[config.mk]
export PLATFORM = sky130hd
export DESIGN_NAME = pc_sequencer
export DESIGN_NICKNAME = d
export VERILOG_FILES = /design/src/rtl/pc_sequencer.sv
export SDC_FILE = /design/constraint.sdc
export NUM_CORES = 1
export LEC_CHECK = 0
export BUFFER_PORTS_ARGS = -buffer_cell sky130_fd_sc_hd__buf_4
export CAP_MARGIN = 20
export CORE_ASPECT_RATIO = 1.1
export CORE_UTILIZATION = 46
export DETAILED_ROUTE_END_ITERATION = 7
export PLACE_DENSITY = 0.8
export SYNTH_ARGS = -nofsm -noshare
export SYNTH_HDL_FRONTEND = slang
export SYNTH_SLANG_ARGS = --single-unit
[constraint.sdc]
create_clock -name clk -period 1.9 [get_ports clk]
set_clock_uncertainty 0.15 [all_clocks]
set_input_delay 0.475 -clock clk [delete_from_list [all_inputs] [get_ports clk]]
set_output_delay 0.475 -clock clk [all_outputs]
set_load 0.05 [all_outputs]
[src/rtl/pc_sequencer.sv]
// pc_sequencer: owns the program counter and steps each instruction through
// FETCH -> DECODE -> EXEC -> WB. It drives the external PC ALU (pc, src2 and
// one of branchEN/jumpEN/jalEN), commits pcOut back into the PC and requests
// the link-register write for JAL.
//
// Optional feature: define PC_SEQ_BRANCH_STATS_EN to add the saturating
// taken_count / nottaken_count output ports.
//
// Fetch handshake: imem_req is high for every cycle spent in FETCH. An
// instruction is accepted on the rising edge where imem_req and instr_valid
// are both high and stall is low. instr_valid outside FETCH is ignored.
//
// Timing per instruction: the flow enable and src2 are registered on the
// DECODE->EXEC edge and are visible for the whole EXEC cycle. The PC ALU
// result is captured on the EXEC->WB edge, so pc and the link write
// (link_we/link_addr/link_data) are already updated while in WB.
module pc_sequencer #(
    parameter int unsigned      WIDTH    = 16,
    parameter logic [WIDTH-1:0] RESET_PC = '0
) (
    input  logic             clk,
    input  logic             reset,
    input  logic             stall,
    output logic             imem_req,
    output logic [WIDTH-1:0] imem_addr,
    input  logic [15:0]      instr,
    input  logic             instr_valid,
    input  logic [4:0]       psr,
    input  logic [WIDTH-1:0] rtarget_data,
    output logic [WIDTH-1:0] pc,
    output logic [WIDTH-1:0] src2,
    output logic             jumpEN,
    output logic             branchEN,
    output logic             jalEN,
    input  logic [WIDTH-1:0] pc_alu_out,
    input  logic [WIDTH-1:0] rlink_in,
    output logic             link_we,
    output logic [3:0]       link_addr,
    output logic [WIDTH-1:0] link_data,
    output logic [1:0]       dbg_state
`ifdef PC_SEQ_BRANCH_STATS_EN
    ,
    output logic [15:0]      taken_count,
    output logic [15:0]      nottaken_count
`endif
);

    typedef enum logic [1:0] {
        ST_FETCH  = 2'd0,
        ST_DECODE = 2'd1,
        ST_EXEC   = 2'd2,
        ST_WB     = 2'd3
    } state_t;

    state_t           state_q;
    logic [WIDTH-1:0] pc_q;
    logic [15:0]      ir_q;
    logic             branch_q;
    logic             jump_q;
    logic             jal_q;
    logic [WIDTH-1:0] src2_q;
    logic             link_we_q;
    logic [3:0]       link_addr_q;
    logic [WIDTH-1:0] link_data_q;

    // Decode of the instruction register (meaningful while in DECODE).
    logic             is_bcond;
    logic             is_jcond;
    logic             is_jal;
    logic             cond_true;
    logic             branch_d;
    logic             jump_d;
    logic             jal_d;
    logic [WIDTH-1:0] src2_d;

    // PSR flag fields, {C,L,F,Z,N} from bit 4 down to bit 0.
    logic flag_c;
    logic flag_l;
    logic flag_f;
    logic flag_z;
    logic flag_n;

    assign flag_c = psr[4];
    assign flag_l = psr[3];
    assign flag_f = psr[2];
    assign flag_z = psr[1];
    assign flag_n = psr[0];

    assign is_bcond = (ir_q[15:12] == 4'b1100);
    assign is_jcond = (ir_q[15:12] == 4'b0100) && (ir_q[7:4] == 4'b1100);
    assign is_jal   = (ir_q[15:12] == 4'b0100) && (ir_q[7:4] == 4'b1000);

    // Evaluate the condition field IR[11:8] against the live PSR flags.
    always_comb begin
        cond_true = 1'b0;
        case (ir_q[11:8])
            4'b0000: cond_true = flag_z;
            4'b0001: cond_true = ~flag_z;
            4'b0010: cond_true = flag_c;
            4'b0011: cond_true = ~flag_c;
            4'b0100: cond_true = flag_l;
            4'b0101: cond_true = ~flag_l;
            4'b0110: cond_true = flag_n;
            4'b0111: cond_true = ~flag_n;
            4'b1000: cond_true = flag_f;
            4'b1001: cond_true = ~flag_f;
            4'b1010: cond_true = ~flag_l & ~flag_z;
            4'b1011: cond_true = flag_l | flag_z;
            4'b1100: cond_true = ~flag_n & ~flag_z;
            4'b1101: cond_true = flag_n | flag_z;
            4'b1110: cond_true = 1'b1;
            4'b1111: cond_true = 1'b0;
            default: cond_true = 1'b0;
        endcase
    end

    // Next values for the EXEC-cycle enables and the PC ALU operand.
    always_comb begin
        branch_d = is_bcond & cond_true;
        jump_d   = is_jcond & cond_true;
        jal_d    = is_jal;
        src2_d   = is_bcond ? {{(WIDTH-8){ir_q[7]}}, ir_q[7:0]} : rtarget_data;
    end

`ifdef PC_SEQ_BRANCH_STATS_EN
    logic        cond_flow_q;
    logic [15:0] taken_cnt_q;
    logic [15:0] nottaken_cnt_q;

    assign taken_count    = taken_cnt_q;
    assign nottaken_count = nottaken_cnt_q;
`endif

    // Control-flow FSM with all registered outputs; reset wins over stall.
    always_ff @(posedge clk) begin
        if (reset) begin
            state_q     <= ST_FETCH;
            pc_q        <= RESET_PC;
            ir_q        <= '0;
            branch_q    <= 1'b0;
            jump_q      <= 1'b0;
            jal_q       <= 1'b0;
            src2_q      <= '0;
            link_we_q   <= 1'b0;
            link_addr_q <= '0;
            link_data_q <= '0;
`ifdef PC_SEQ_BRANCH_STATS_EN
            cond_flow_q    <= 1'b0;
            taken_cnt_q    <= '0;
            nottaken_cnt_q <= '0;
`endif
        end else if (!stall) begin
            case (state_q)
                ST_FETCH: begin
                    if (instr_valid) begin
                        ir_q    <= instr;
                        state_q <= ST_DECODE;
                    end
                end
                ST_DECODE: begin
                    // psr and rtarget_data are only sampled here.
                    branch_q <= branch_d;
                    jump_q   <= jump_d;
                    jal_q    <= jal_d;
                    src2_q   <= src2_d;
`ifdef PC_SEQ_BRANCH_STATS_EN
                    cond_flow_q <= is_bcond | is_jcond;
`endif
                    state_q  <= ST_EXEC;
                end
                ST_EXEC: begin
                    // The ALU returns pc+1 when no enable is raised.
                    branch_q <= 1'b0;
                    jump_q   <= 1'b0;
                    jal_q    <= 1'b0;
                    pc_q     <= pc_alu_out;
                    if (jal_q) begin
                        link_we_q   <= 1'b1;
                        link_addr_q <= ir_q[11:8];
                        link_data_q <= rlink_in;
                    end
`ifdef PC_SEQ_BRANCH_STATS_EN
                    if ((branch_q | jump_q | jal_q) && (taken_cnt_q != 16'hFFFF)) begin
                        taken_cnt_q <= taken_cnt_q + 16'd1;
                    end
                    if (cond_flow_q && !(branch_q | jump_q) && (nottaken_cnt_q != 16'hFFFF)) begin
                        nottaken_cnt_q <= nottaken_cnt_q + 16'd1;
                    end
`endif
                    state_q  <= ST_WB;
                end
                ST_WB: begin
                    link_we_q <= 1'b0;
                    state_q   <= ST_FETCH;
                end
                default: begin
                    state_q <= ST_FETCH;
                end
            endcase
        end
    end

    assign imem_req  = (state_q == ST_FETCH);
    assign imem_addr = pc_q;
    assign pc        = pc_q;
    assign src2      = src2_q;
    assign branchEN  = branch_q;
    assign jumpEN    = jump_q;
    assign jalEN     = jal_q;
    assign link_we   = link_we_q;
    assign link_addr = link_addr_q;
    assign link_data = link_data_q;
    assign dbg_state = state_q;

endmodule

Word-level counts from Yosys, hierarchy flattened. Index checks and enable logic that the tools add are counted.

Bits in registers: 74. Bits in writable memories: 0. Logic and storage cells: 68. Memories kept: 0. Output and inout bits: 75. Input port bits: 73. ROM bits: 0. Bits in latches: 0.

Eq/ne operators: 24. Bitwise logic cells: 12. Div/mod/pow operators: 0. $lt $le $gt $ge: 0. $add $sub $neg: 0. Multiplexer cells: 9. Shift-type cells: 0. Multipliers: 0. Reductions and logical operators: 13.

Operator list (number): $eq A4 B4 Y1 const B (11); $eq A4 B3 Y1 const B (5); $mux W16 (1); $pmux W1 S16 (1); $reduce_and A3 Y1 (3); $eq A4 B2 Y1 const B (2); $pmux W1 S2 (4); $pmux W2 S4 (1); $reduce_and A2 Y1 (4); $not A1 Y1 (6); $and A1 B1 Y1 (4); $eq A2 B2 Y1 const B (2); $eq A4 B1 Y1 const B (1); $logic_not A4 Y1 (1); $reduce_bool A2 Y1 (2); $eq A2 B1 Y1 const B (1); $logic_and A1 B1 Y1 (2); $logic_not A2 Y1 (1); $mux W2 (1); $ne A2 B1 Y1 const B (1); $ne A2 B2 Y1 const B (1); $or A1 B1 Y1 (2); $mux W1 (1).

Longest topological paths before layout.
Depth after elaboration: 5. Depth in mapped cells: 8. Depth with buffers taken out: 7.

Worst setup path after synthesis. No wires, ideal clock.

Path type: reg2reg. From: register state_q[0] (netlist: dbg_state[0]). To: register ir_q[15]. Arrival time: 1996 ps. Clock period less this slack: 2216 ps. Cell stages (with the launch flop): 7. Slack: -316 ps. Setup time: 70 ps. Cells stage by stage: dfxtp_1 -> inv_1 -> ha_1 -> nand3b_1 -> clkbuf_1 -> nand2_1 -> a21oi_1.

Word-level cells in the longest chain between the ends: 2.

RTL lines: start, declared (RTL line 55) `state_t state_q;`; start signal, assigned (RTL line 137) `state_q <= ST_FETCH;`; start signal, assigned (RTL line 157) `state_q <= ST_DECODE;`; start signal, assigned (RTL line 169) `state_q <= ST_EXEC;`; $logic_not A2 Y1; net imem_req (RTL line 24) `output logic imem_req,`; $reduce_and A3 Y1 (no source line); end signal, assigned (RTL line 156) `ir_q <= instr;`; end, declared (RTL line 57) `logic [15:0] ir_q;`.

The timed path passes the listed nets, and every way through them passes these cells. A chain may end at the register's enable or synchronous reset.

Final worst setup path.
From: register state_q[1] (netlist: dbg_state[1]). To: output port imem_req.

Word-level cells in the longest chain between the ends: 1.

RTL lines: $logic_not A2 Y1 (RTL line 203) `assign imem_req = (state_q == ST_FETCH);`; end, declared (RTL line 24).

Every way passes these cells.

==> summary.txt <==
Cell Rows: 30
Die Wd: 79.8 µm
HP Class: input pin to register
fin cells: 599
reg2reg start: dbg_state[1]$_SDFFE_PP0P_
H-tree levels: 3
DIE HEIGHT: 87.5 µm
RSZ-0062 raised after global routing: false
Mapped Cells: 386
largest cells by area after synthesis: dfxtp_1, nand2_1, a21oi_1
detail-routed via count per cell: 5.00
Clock transition at path regs: 70 ps
all-layer global routing usage: 22.4%
Clock Path Buffers: 2
CP max stage cell: dfxtp_2
final setup vio count: 0
area grow syn2layout: 41.9%
largest net degree at the start of global routing: 33
Reg-to-Reg End: jumpEN$_SDFFE_PP0P_
Sink Count: 74
Routability Congestion: 0.816
relative slew slack: 75.5%
Post-DP HPWL: 5940 µm
CTS Hold Buffers Added: 0
crit-path cells: inv_1, ha_2, buf_4
syn avg cell area: 7.93 µm²
Worst Max-Slew Pin Slew: 367 ps
hold endpoint: ir_q[2]$_SDFFE_PP0P_
CTS Buf Count: 9
ys flop type: dfxtp_1
crit path from: dbg_state[1]$_SDFFE_PP0P_
first-pass GRT wire length: 12200 µm
FF-to-FF setup slack: 180 ps
Max VDD drop: 0.000463 V
Initial DRC Count: 117
CP Class: register to primary output
initial antenna violation count: 0
DRC: 0
CTS tree: done
critical path startpoint category: register
Slew Limit Fails: 0
Clock Latency Late Sink: 330 ps
DIE AREA: 0.00698 mm²
Leak: 1.85 nW
CTS root buffer: clkbuf_8
Inserted Diodes: 0
CP Data Required Time: 1270 ps
Vias: 2996
share of cells above drive strength 1: 36.2%
post-synth top area share: 48.4%
power density cells: 764 mW/mm²
#FFs+latches synth: 74
async set-reset flop share out of synthesis: 0%
Hold Slack: 233 ps
placed inst area: 0.00415 mm²
Nets: 591
DRT antenna net count: 0
Cell Area, Synth: 0.00306 mm²
Final TNS setup: 0 ps
MaxCap Viol Count: 0
Yosys cell types: 32
minimum clock period: 1820 ps
router iterations before antenna repair: 4
port buffer count: 147
critical path fanouts, max: 5
Initial Util: 48.5%
vias in the first global route: 2714
Hold Path Stages: 3
Worst path max stage delay: 350 ps
num ports: 148
routed length per instance: 13.3 µm
crit path DAT: 1200 ps
crit path capture type: primary output
post-placement setup slack: 142 ps
post-route cell area: 0.00434 mm²
post-synthesis sequential area ratio: 48.4%
EDFF count, synth: 0
largest area contributor in the netlist: dfxtp_1
synth warn: 0
Core Box Area: 0.00631 mm²
outcome: completed
final worst path period share: 96.0%
syn nets: 463
final hold vios: 0
global route overflow: 0
PnR worst setup slack: 75.7 ps
HP Start: instr[2]
routed wire length: 7980 µm
depth of the most critical reg-to-reg path: 6
placed insts: 583
fmax: 548 MHz
==> cells by family (layout without fill, tap and decap cells) <==
kind of cell | after synthesis | in the layout | share of synthesized area, %
AO/OA/AOI/OAI | 89 | 89 | 17.1
XOR/XNOR | 2 | 2 | 0.572
adder cells (fa/ha/maj) | 4 | 4 | 1.64
multiplexers | 3 | 3 | 1.02
AND/OR/NAND/NOR | 165 | 165 | 22.8
buffers and inverters | 49 | 182 | 8.46
flip-flops | 74 | 74 | 48.4
==> what timing repair did <==
action / in CTS / in global routing
buffers inserted: 0 / 0
endpoints found under the setup margin: 0 / 6
gates resized for setup: 0 / 2
==> critical path: cells and delay by family, from the launching register on <==
family / cells / cell delay [ps]
adders and majority gates: 1 / 220
DFF: 1 / 350
buffers and inverters: 2 / 290
==> per-layer routing <==
layer  wire length (µm)  global-route usage, %  vias up
li1                   -                      -     1527
met1               3270                   25.4     1355
met2               4070                   39.5      100
met3                483                   5.52       14
met4                152                   10.2        0
met5                  0                      0        -
==> synth_stat cells, types with 2 or more instances <==
cell and count:
a221oi_2 2, clkbuf_1 17, o21bai_1 2, dfxtp_1 74, a311oi_1 7, nor3_1 4, nand2_1 114, nand3_1 7
ha_1 4, buf_4 16, mux2i_1 2, a211oi_1 9, inv_1 4, nor3b_1 3, nor3b_2 2, nor2_1 22
nor2b_1 3, a21oi_1 65, nand2b_1 2, nand3b_1 3, buf_2 12, o21ai_1 2
==> flip-flops by register name, indices dropped and copies added, names as in the netlist <==
register,flops
branchEN,1
dbg_state,2
imem_addr,16
ir_q,16
jalEN,1
jumpEN,1
link_addr,4
link_data,16
link_we,1
src2,16
==> where the power goes <==
group | switching [mW] | total (mW) | internal [mW] | leakage [nW]
sequential | 0.0431 | 1.65 | 1.60 | 0.600
clock | 0.528 | 1.11 | 0.579 | 0.0965
combinational | 0.325 | 0.564 | 0.239 | 1.15
total | 0.896 | 3.32 | 2.42 | 1.85
==> worst max path at each step <==
stage,end,depth (start not counted)
2_1_floorplan,link_data[0]$_SDFFE_PP0P_,8
3_3_place_gp,jumpEN$_SDFFE_PP0P_,6
3_5_place_dp,link_addr[1]$_SDFFE_PP0P_,7
4_1_cts,imem_req,3
5_1_grt,imem_req,3
6_report,imem_req,3
==> stage by stage <==
| stage | util (%) | total power, mW |
|---|---|---|
| 6_report | 68.9 | 3.32 |
| 5_1_grt | 68.9 | 3.46 |
| 4_1_cts | 68.8 | 3.34 |
| 3_5_place_dp | 65.9 | 2.24 |
| 3_3_place_gp | 65.9 | 2.23 |
| 2_1_floorplan | - | 2.02 |
==> cell type report <==
cell class	instances	area (µm²)
tap	80	100
sequential	74	1480
timing repair buffer	162	1230
clock buffer	14	173
inverter	4	15.0
fill	529	1960
clock inverter	2	10.0
multi-input combinational	263	1330
==> cells in the final DEF (no fill, tap or decap), types with 2 or more instances in the layout <==
cell type  Yosys  routed
clkbuf_1      17       2
ha_1           4       3
a221oi_2       2       2
nand3_1        7       7
nor2_1        22      22
buf_4         16     161
nand2b_1       2       2
clkbuf_8       0      12
clkinv_2       0       2
nand3b_1       3       3
mux2i_1        2       2
dfxtp_2        0       2
a211oi_1       9       9
a21oi_1       65      65
nor3b_1        3       3
o21ai_1        2       2
inv_1          4       4
a311oi_1       7       7
nor3b_2        2       2
nor2b_2        0       2
dfxtp_1       74      72
nor3_1         4       4
o21bai_1       2       2
nand2_1      114     114
Power figures use the tool's default switching activity.
